## config.mk

```make
export PLATFORM = sky130hd
export DESIGN_NAME = id_hazard_ctl
export DESIGN_NICKNAME = d
export VERILOG_FILES = /design/src/rtl/id_hazard_ctl_pkg.sv /design/src/rtl/hazard_sb_stage.sv /design/src/rtl/id_hazard_ctl.sv
export SDC_FILE = /design/constraint.sdc
export NUM_CORES = 1
export LEC_CHECK = 0
export ABC_AREA = 1
export CAP_MARGIN = 15
export CORE_ASPECT_RATIO = 0.7
export CORE_UTILIZATION = 30
export CTS_CLUSTER_SIZE = 25
export DETAILED_ROUTE_END_ITERATION = 8
export DONT_BUFFER_PORTS = 1
export PLACE_DENSITY = 0.5
export SLEW_MARGIN = 10
export SYNTH_ARGS = -nofsm -noshare
export SYNTH_HDL_FRONTEND = slang
export SYNTH_SLANG_ARGS = --single-unit
```

## constraint.sdc

```tcl
create_clock -name i_clk -period 1.8 [get_ports i_clk]
set_input_delay 0.18 -clock i_clk [delete_from_list [all_inputs] [get_ports i_clk]]
set_output_delay 0.18 -clock i_clk [all_outputs]
set_load 0.005 [all_outputs]
```

## src/rtl/id_hazard_ctl_pkg.sv

```systemverilog
// Shared definitions for the decode-stage hazard controller: register widths,
// scoreboard geometry, entry layout, control modes and the source-match helper.
package id_hazard_ctl_pkg;

    localparam int unsigned REG_W    = 3;
    localparam int unsigned SB_DEPTH = 3;

    localparam int unsigned SB_EX  = 0;
    localparam int unsigned SB_MEM = 1;
    localparam int unsigned SB_WB  = 2;

    // Flat scoreboard entry layout: {v, rd, ld}
    localparam int unsigned SB_LD_BIT  = 0;
    localparam int unsigned SB_RD_LSB  = 1;
    localparam int unsigned SB_V_BIT   = REG_W + 1;
    localparam int unsigned SB_ENTRY_W = REG_W + 2;

    typedef struct packed {
        logic             v;
        logic [REG_W-1:0] rd;
        logic             ld;
    } sb_entry_t;

    typedef enum logic [2:0] {
        ModeReset,
        ModeHalted,
        ModeStall,
        ModeFlush,
        ModeHazard,
        ModeRun
    } ctl_mode_t;

    function automatic logic sb_match(
        input sb_entry_t        e,
        input logic [REG_W-1:0] rs,
        input logic             rs_used,
        input logic [REG_W-1:0] rt,
        input logic             rt_used
    );
        return e.v & ((rs_used & (rs == e.rd)) | (rt_used & (rt == e.rd)));
    endfunction

endpackage

```

## src/rtl/hazard_sb_stage.sv

```systemverilog
// One scoreboard slot holding {v, rd, ld}; synchronous clear beats the hold enable.
module hazard_sb_stage
    import id_hazard_ctl_pkg::*;
(
    input  logic             i_clk,
    input  logic             i_clr,
    input  logic             i_en,
    input  logic             i_v,
    input  logic [REG_W-1:0] i_rd,
    input  logic             i_ld,
    output logic             o_v,
    output logic [REG_W-1:0] o_rd,
    output logic             o_ld
);

    logic [SB_ENTRY_W-1:0] r_entry;
    logic [SB_ENTRY_W-1:0] w_entry_in;

    always_comb begin
        w_entry_in                       = '0;
        w_entry_in[SB_V_BIT]             = i_v;
        w_entry_in[SB_RD_LSB +: REG_W]   = i_rd;
        w_entry_in[SB_LD_BIT]            = i_ld;
    end

    always_ff @(posedge i_clk) begin
        if (i_clr) begin
            r_entry <= '0;
        end else if (i_en) begin
            r_entry <= w_entry_in;
        end
    end

    assign o_v  = r_entry[SB_V_BIT];
    assign o_rd = r_entry[SB_RD_LSB +: REG_W];
    assign o_ld = r_entry[SB_LD_BIT];

endmodule

```

## src/rtl/id_hazard_ctl.sv

```systemverilog
// Decode-stage hazard/flow controller with an EX/MEM/WB destination scoreboard.
// Define HAZARD_FWD_EN when full EX/MEM forwarding exists (load-use stalls only).
module id_hazard_ctl
    import id_hazard_ctl_pkg::*;
#(
    parameter int unsigned CNT_W = 16
) (
    input  logic             i_clk,
    input  logic             i_rst,
    input  logic             i_id_valid,
    input  logic [REG_W-1:0] i_id_rs,
    input  logic             i_id_rs_used,
    input  logic [REG_W-1:0] i_id_rt,
    input  logic             i_id_rt_used,
    input  logic [REG_W-1:0] i_id_rd,
    input  logic             i_id_regwrite,
    input  logic             i_id_memread,
    input  logic             i_id_halt,
    input  logic             i_ex_flush,
    input  logic             i_mem_stall,
    output logic             o_pc_en,
    output logic             o_ifid_en,
    output logic             o_ifid_flush,
    output logic             o_idex_en,
    output logic             o_pipe_hold,
    output logic             o_halted,
    output logic [CNT_W-1:0] o_stall_cycles,
    output logic [CNT_W-1:0] o_flush_count
);

    localparam logic [CNT_W-1:0] CNT_ONE = {{(CNT_W-1){1'b0}}, 1'b1};

    sb_entry_t        w_sb [SB_DEPTH];
    sb_entry_t        w_sb_new;
    logic             w_hazard;
    ctl_mode_t        w_mode;
    logic             r_halted;
    logic [CNT_W-1:0] r_stall_cycles;
    logic [CNT_W-1:0] r_flush_count;
    logic             w_unused;

    always_comb begin
        w_hazard = 1'b0;
`ifdef HAZARD_FWD_EN
        w_hazard = i_id_valid & w_sb[SB_EX].ld
                 & sb_match(w_sb[SB_EX], i_id_rs, i_id_rs_used, i_id_rt, i_id_rt_used);
`else
        // WB producers are covered by the register file's write-before-read
        w_hazard = i_id_valid
                 & (sb_match(w_sb[SB_EX], i_id_rs, i_id_rs_used, i_id_rt, i_id_rt_used)
                  | sb_match(w_sb[SB_MEM], i_id_rs, i_id_rs_used, i_id_rt, i_id_rt_used));
`endif
    end

    always_comb begin
        if (i_rst) begin
            w_mode = ModeReset;
        end else if (r_halted) begin
            w_mode = ModeHalted;
        end else if (i_mem_stall) begin
            w_mode = ModeStall;
        end else if (i_ex_flush) begin
            w_mode = ModeFlush;
        end else if (w_hazard) begin
            w_mode = ModeHazard;
        end else begin
            w_mode = ModeRun;
        end
    end

    always_comb begin
        o_pc_en      = 1'b0;
        o_ifid_en    = 1'b0;
        o_ifid_flush = 1'b0;
        o_idex_en    = 1'b0;
        o_pipe_hold  = 1'b0;
        unique case (w_mode)
            ModeReset:  o_ifid_flush = 1'b1;
            ModeHalted: o_pipe_hold  = i_mem_stall;
            ModeStall:  o_pipe_hold  = 1'b1;
            ModeFlush: begin
                o_pc_en      = 1'b1;
                o_ifid_en    = 1'b1;
                o_ifid_flush = 1'b1;
            end
            ModeHazard: ;
            ModeRun: begin
                o_pc_en   = 1'b1;
                o_ifid_en = 1'b1;
                o_idex_en = i_id_valid;
            end
            default: ;
        endcase
    end

    always_comb begin
        w_sb_new    = '0;
        w_sb_new.v  = o_idex_en & i_id_regwrite;
        w_sb_new.rd = i_id_rd;
        w_sb_new.ld = i_id_memread;
    end

    for (genvar g = 0; g < SB_DEPTH; g++) begin : g_sb
        logic             w_v_in;
        logic [REG_W-1:0] w_rd_in;
        logic             w_ld_in;

        if (g == 0) begin : g_head
            assign w_v_in  = w_sb_new.v;
            assign w_rd_in = w_sb_new.rd;
            assign w_ld_in = w_sb_new.ld;
        end else begin : g_tail
            assign w_v_in  = w_sb[g-1].v;
            assign w_rd_in = w_sb[g-1].rd;
            assign w_ld_in = w_sb[g-1].ld;
        end

        hazard_sb_stage u_stage (
            .i_clk (i_clk),
            .i_clr (i_rst),
            .i_en  (~i_mem_stall),
            .i_v   (w_v_in),
            .i_rd  (w_rd_in),
            .i_ld  (w_ld_in),
            .o_v   (w_sb[g].v),
            .o_rd  (w_sb[g].rd),
            .o_ld  (w_sb[g].ld)
        );
    end

    always_ff @(posedge i_clk) begin
        if (i_rst) begin
            r_halted <= 1'b0;
        end else if (o_idex_en & i_id_halt) begin
            r_halted <= 1'b1;
        end
    end

    always_ff @(posedge i_clk) begin
        if (i_rst) begin
            r_stall_cycles <= '0;
            r_flush_count  <= '0;
        end else begin
            if ((w_mode == ModeHazard) && (r_stall_cycles != '1)) begin
                r_stall_cycles <= r_stall_cycles + CNT_ONE;
            end
            if ((w_mode == ModeFlush) && (r_flush_count != '1)) begin
                r_flush_count <= r_flush_count + CNT_ONE;
            end
        end
    end

    assign o_halted       = r_halted;
    assign o_stall_cycles = r_stall_cycles;
    assign o_flush_count  = r_flush_count;

    // The WB slot only mirrors retirement; it never gates issue
    assign w_unused = ^{w_sb[SB_WB], w_sb[SB_MEM]};

endmodule
```

# Yosys cells after proc, flatten, opt, wreduce, memory -nomap -nowiden
# Cells that the tools add are included.
[totals] ff_bits=43 inputBits=19 out_inout_bits=38 wordCells=44
[op_classes] n_addsub=2 eq_ne=11 muxes=9 bitwise=12 n_reduce_logical=5
[op_table] op="16-bit by 1-bit adder with 16-bit output, second input constant" count=2
[op_table] op="16-bit inequality test, second input constant" count=2
[op_table] op="3-bit == test" count=4
[op_table] op="3-bit two-way mux" count=4
[op_table] op="1-bit AND" count=9
[op_table] op="3-bit by 2-bit == test with 1-bit output, second input constant" count=2
[op_table] op="3-bit == test, second input constant" count=2
[op_table] op="1-bit two-way mux" count=4
[op_table] op="2-bit OR reduction" count=2
[op_table] op="3-bit by 1-bit == test with 1-bit output, second input constant" count=1
[op_table] op="3-bit zero test" count=1
[op_table] op="1-bit OR" count=3
[op_table] op="1-bit logical AND" count=2
[op_table] op="1-bit one-hot mux with 2 select lines" count=1

# Logic depth before layout (Yosys ltp)
[logic_depth] ltp_word=14 ltp_mapped=14 mapped_depth_nobuf=14

# Modules after synthesis
# From an unflattened synthesis, not the netlist that was laid out.
[hier_totals] cells_unflattened=376 hier_area_um2=2372.3
[modules_own_cells] mod="id_hazard_ctl" n_inst=1 cells_each=312 area_each_um2=1954.4 seq_area_each_um2=660.6
[modules_own_cells] mod="hazard_sb_stage" n_inst=2 cells_each=32 area_each_um2=209.0 seq_area_each_um2=100.1

# Worst setup path before layout
# Ideal clock, no wire load.
[synth_path] path_kind="register to register" startpoint="reg r_flush_count[0] (netlist: o_flush_count[0])" endpoint="reg r_flush_count[5] (netlist: o_flush_count[5])" setup_time_ns=0.122 arrival_time_ns=1.546 required_time_ns=1.678 path_slack_ns=0.132 stages_incl_launch_ff=11 n_path_buf=1 period_less_slack_ns=1.668 path_cell_list="dfxtp_1 ha_1 nand2_1 nor3_2 nand2_2 nor2_2 a21oi_2 inv_2 buf_6 o21ai_0 nor3b_2"
[synth_via] elab_chain_len=2 word_cells_on_any_way=3 cone_classes="1 x add/sub; 1 x eq/ne; 1 x reduce/logical"
[synth_lines] item="from (decl)" line="id_hazard_ctl.sv:39" source="logic [CNT_W-1:0] r_flush_count;"
[synth_lines] item="from (signal assigned)" line="id_hazard_ctl.sv:148" source="r_flush_count <= r_flush_count + CNT_ONE;"
[synth_lines] item="parallel branches: the longest is 2 deep, another holds 16-bit by 1-bit adder with 16-bit output"
# Several ways; the timed one is not identified.
# A chain may end at the register's enable or synchronous reset.

# Worst setup path in the final report
[layout_path] startpoint="reg r_flush_count[0] (netlist: o_flush_count[0])" endpoint="reg r_flush_count[3] (netlist: o_flush_count[3])"
# Same word-level chain as after synthesis.

==> impl_results.md <==
- Crit share post-route: between 90 and 100%
- Diode count: 0
- Number of max-cap violations: 0
- Io pins: 57
- Final setup violation count: 0
- Die Wd: about 110 um
- Rows: 26
- Yosys warnings: 0
- CTS tree: built
- DRT iter0 DRCs: 65
- CP Launch Type: flip-flop
- Worst setup EP type: flip-flop
- Maximum VDD drop: between 0.2 and 0.3 mV
- Die Ht: 74.7 um
- Post-synthesis adder-cell area fraction: 1.10%
- GRT Util Overall: 15.0%
- Reg2Reg Capture Point: o_flush_count[3]$_SDFFE_PP0P_
- Xor/xnor share of the synthesized area: about 1.2%
- Drt drc: 0
- Yosys reg bits: 41
- Register area share after synthesis: 36.2%
- Worst-Margin Slew: 0.470 ns
- Post-synthesis cell type count: 28
- Hold EP: o_halted$_SDFFE_PP0P_
- ANT nets after route: 0
- DR vias/cell: 4.50
- Initial antenna violation count: 0
- Clock period minus worst slack: about 1.7 ns
- Hold Path Depth: 2
- Critical R2R Launch: o_flush_count[0]$_SDFFE_PP0P_
- Pleak: approximately 0.0011 uW
- Final setup TNS: 0 ns
- RSZ-0062 raised after global routing: false
- Core area: 7320 um2
- Sink Count: 41
- Final wirelength: 5650 um
- CTS buffer count: 5
- CP required: 1.98 ns
- Worst skew pair latency: 0.29 ns
- Overall power: 1720 uW
- Min-Delay Path Class: in -> reg
- Global-route wire length before repair: roughly 9400 um
- Share of cells above drive strength 1: 19.3%
- Port bufs: 0
- Vias: about 2100
- CTS max path bufs: 2
- Largest family of logic cells by synthesized area: simple AND/OR/NAND/NOR gates
- Mux contribution to synthesized area: 0%
- GRT Residual Overflow: 0
- Fin nets: slightly below 400
- Starting Density: 31.0%
- Arr. time, crit path: 1.87 ns
- Critical path type: reg -> reg
- # H-tree levels: 2
- Avg WL per Cell: 11.9 um
- Reg2Reg Setup Slack: 0.11 ns
- Synthesized area: 2270 um2
- Largest net degree at the start of global routing: 35
- Launch point of the worst hold path: i_id_halt
- RD Place Congestion: 0.754
- Drt pass-1 iters: 4
- Syn nets: 374
- Number of global-route vias before repair: 1983
- Clk_skew: 0.00814 ns
- Total die area: just under 8000 um2
- Mapped Avg Cell Area: 6.42 um2
- Max-slew violations: 0
- Synth Instances: between 300 and 400
- Worst-case reg-to-reg path depth: 10
- Fmax: 592 MHz
- Worst slew margin: about two thirds
- Layout overhead on the synthesized area: 19.6%
- Compound-Gate Fraction of Synth Area: 10.3%
- Post-Synth Simple-Gate Area: 41.2%
- Commonest non-fill, non-tap cell in the layout: nand2_1
- CTS clk-pin slew, worst paths: 0.08 ns
- Commonest cells after routing, fill and taps aside: 92 x nand2_1, 53 x nor2_1, 41 x inv_1
- Detail Placement HPWL: approximately 4300 um
- Root Buffer: clkbuf_8
- Status: complete, no violations
- Fin util: 37.0%
- Power per cell area: 633 nW/um2
- Crit Path Max Fanout: 9
- Final hold viol count: 0
## registers in the layout, summed over array words and instances (netlist names)
register / flops
o_flush_count: 16
o_stall_cycles: 16
g_sb.u_stage.r_entry: 8
o_halted: 1
## stage by stage
stage	hold slack, ns	cells	setup WS [ns]	cell area [um2]
2_1_floorplan	0.283	353	0.132	2270
3_3_place_gp	0.252	464	0.117	2500
3_5_place_dp	0.253	464	0.0805	2500
4_1_cts	0.00918	474	0.0580	2620
5_1_grt	0.0153	476	0.00420	2710
6_report	0.0145	476	0.110	2710
## layer usage
metal	up-vias	share of wire (%)	track usage [%]
met2	49	41	22.9
met5	-	0	0
li1	1160	-	-
met1	929	51	20.4
met4	0	0.64	3.86
met3	4	7.1	5.19
## kinds of logic (layout without fill, tap and decap cells)
kind of cell             after synthesis  count (layout)
flip-flops                            41              41
AO/OA/AOI/OAI                         46              46
XOR/XNOR                               3               3
adder cells (fa/ha/maj)                2               2
AND/OR/NAND/NOR                      206             206
buffers and inverters                 55              80
## area by class of cell
cell class | count | area [um2]
Fill cell | 782 | 4610
Clock buffer | 6 | 82.6
Tap cell | 98 | 123
Timing Repair Buffer | 26 | 200
Inverter | 46 | 175
Clock inverter | 2 | 13.8
Sequential cell | 41 | 826
Multi-Input combinational cell | 257 | 1290
## worst max-delay path by stage
stage                                            startpoint                              to  slack [ns]
finish                        o_flush_count[0]$_SDFFE_PP0P_   o_flush_count[3]$_SDFFE_PP0P_        0.11
detailed placement           o_stall_cycles[0]$_SDFFE_PP0P_  o_stall_cycles[5]$_SDFFE_PP0P_        0.08
global placement             o_stall_cycles[0]$_SDFFE_PP0P_  o_stall_cycles[5]$_SDFFE_PP0P_        0.12
floorplan                     o_flush_count[0]$_SDFFE_PP0P_   o_flush_count[5]$_SDFFE_PP0P_        0.13
global route                  o_flush_count[0]$_SDFFE_PP0P_   o_flush_count[3]$_SDFFE_PP0P_       0.004
CTS                 g_sb[0].u_stage.r_entry[2]$_SDFFE_PP0N_                       o_idex_en        0.06
## critical path: stages, from the launching register on
cell and delay [ns]:
dfxtp_1 0.32, ha_1 0.21, nand2_1 0.08, nor3_2 0.05
nand2_2 0.07, nor2_2 0.04, a21oi_2 0.29, buf_4 0.24
nand2_1 0.08, o21ai_0 0.14, a21oi_1 0.06
## synth_stat cells
library cell	instances	share of area, %
nand2_1	94	16
nor2_1	61	10
dfxtp_1	41	36
inv_1	41	6.8
o21ai_0	22	4.9
a21oi_1	21	4.6
nand3_1	17	3.8
nor2_2	7	1.9
nor3_1	7	1.5
inv_2	5	0.83
clkbuf_1	4	0.66
nand4_1	4	1.1
nand2_2	3	0.83
nand4_2	3	1.7
nor3_2	3	1.3
buf_2	2	0.44
buf_6	2	0.99
ha_1	2	1.1
nand3b_1	2	0.66
nor3b_2	2	1.1
o21ai_1	2	0.44
xor2_1	2	0.77
a21oi_2	1	0.39
buf_4	1	0.33
nand3_4	1	0.77
nor4_1	1	0.28
nor4_2	1	0.55
xnor2_1	1	0.39
## power by group
part | total [uW] | internal, uW | switching, uW
clock | 648 | 311 | 337
combinational | 135 | 46.8 | 88.1
sequential | 934 | 921 | 13.2
## repair_timing
action                                  4_1_cts  5_1_grt
hold endpoints to repair                     13        0
setup buffers                                 0        2
gates resized for setup                       0       24
hold buffers                                  2        0
endpoints found under the setup margin        0       23
(Power assumes the default switching activity.)
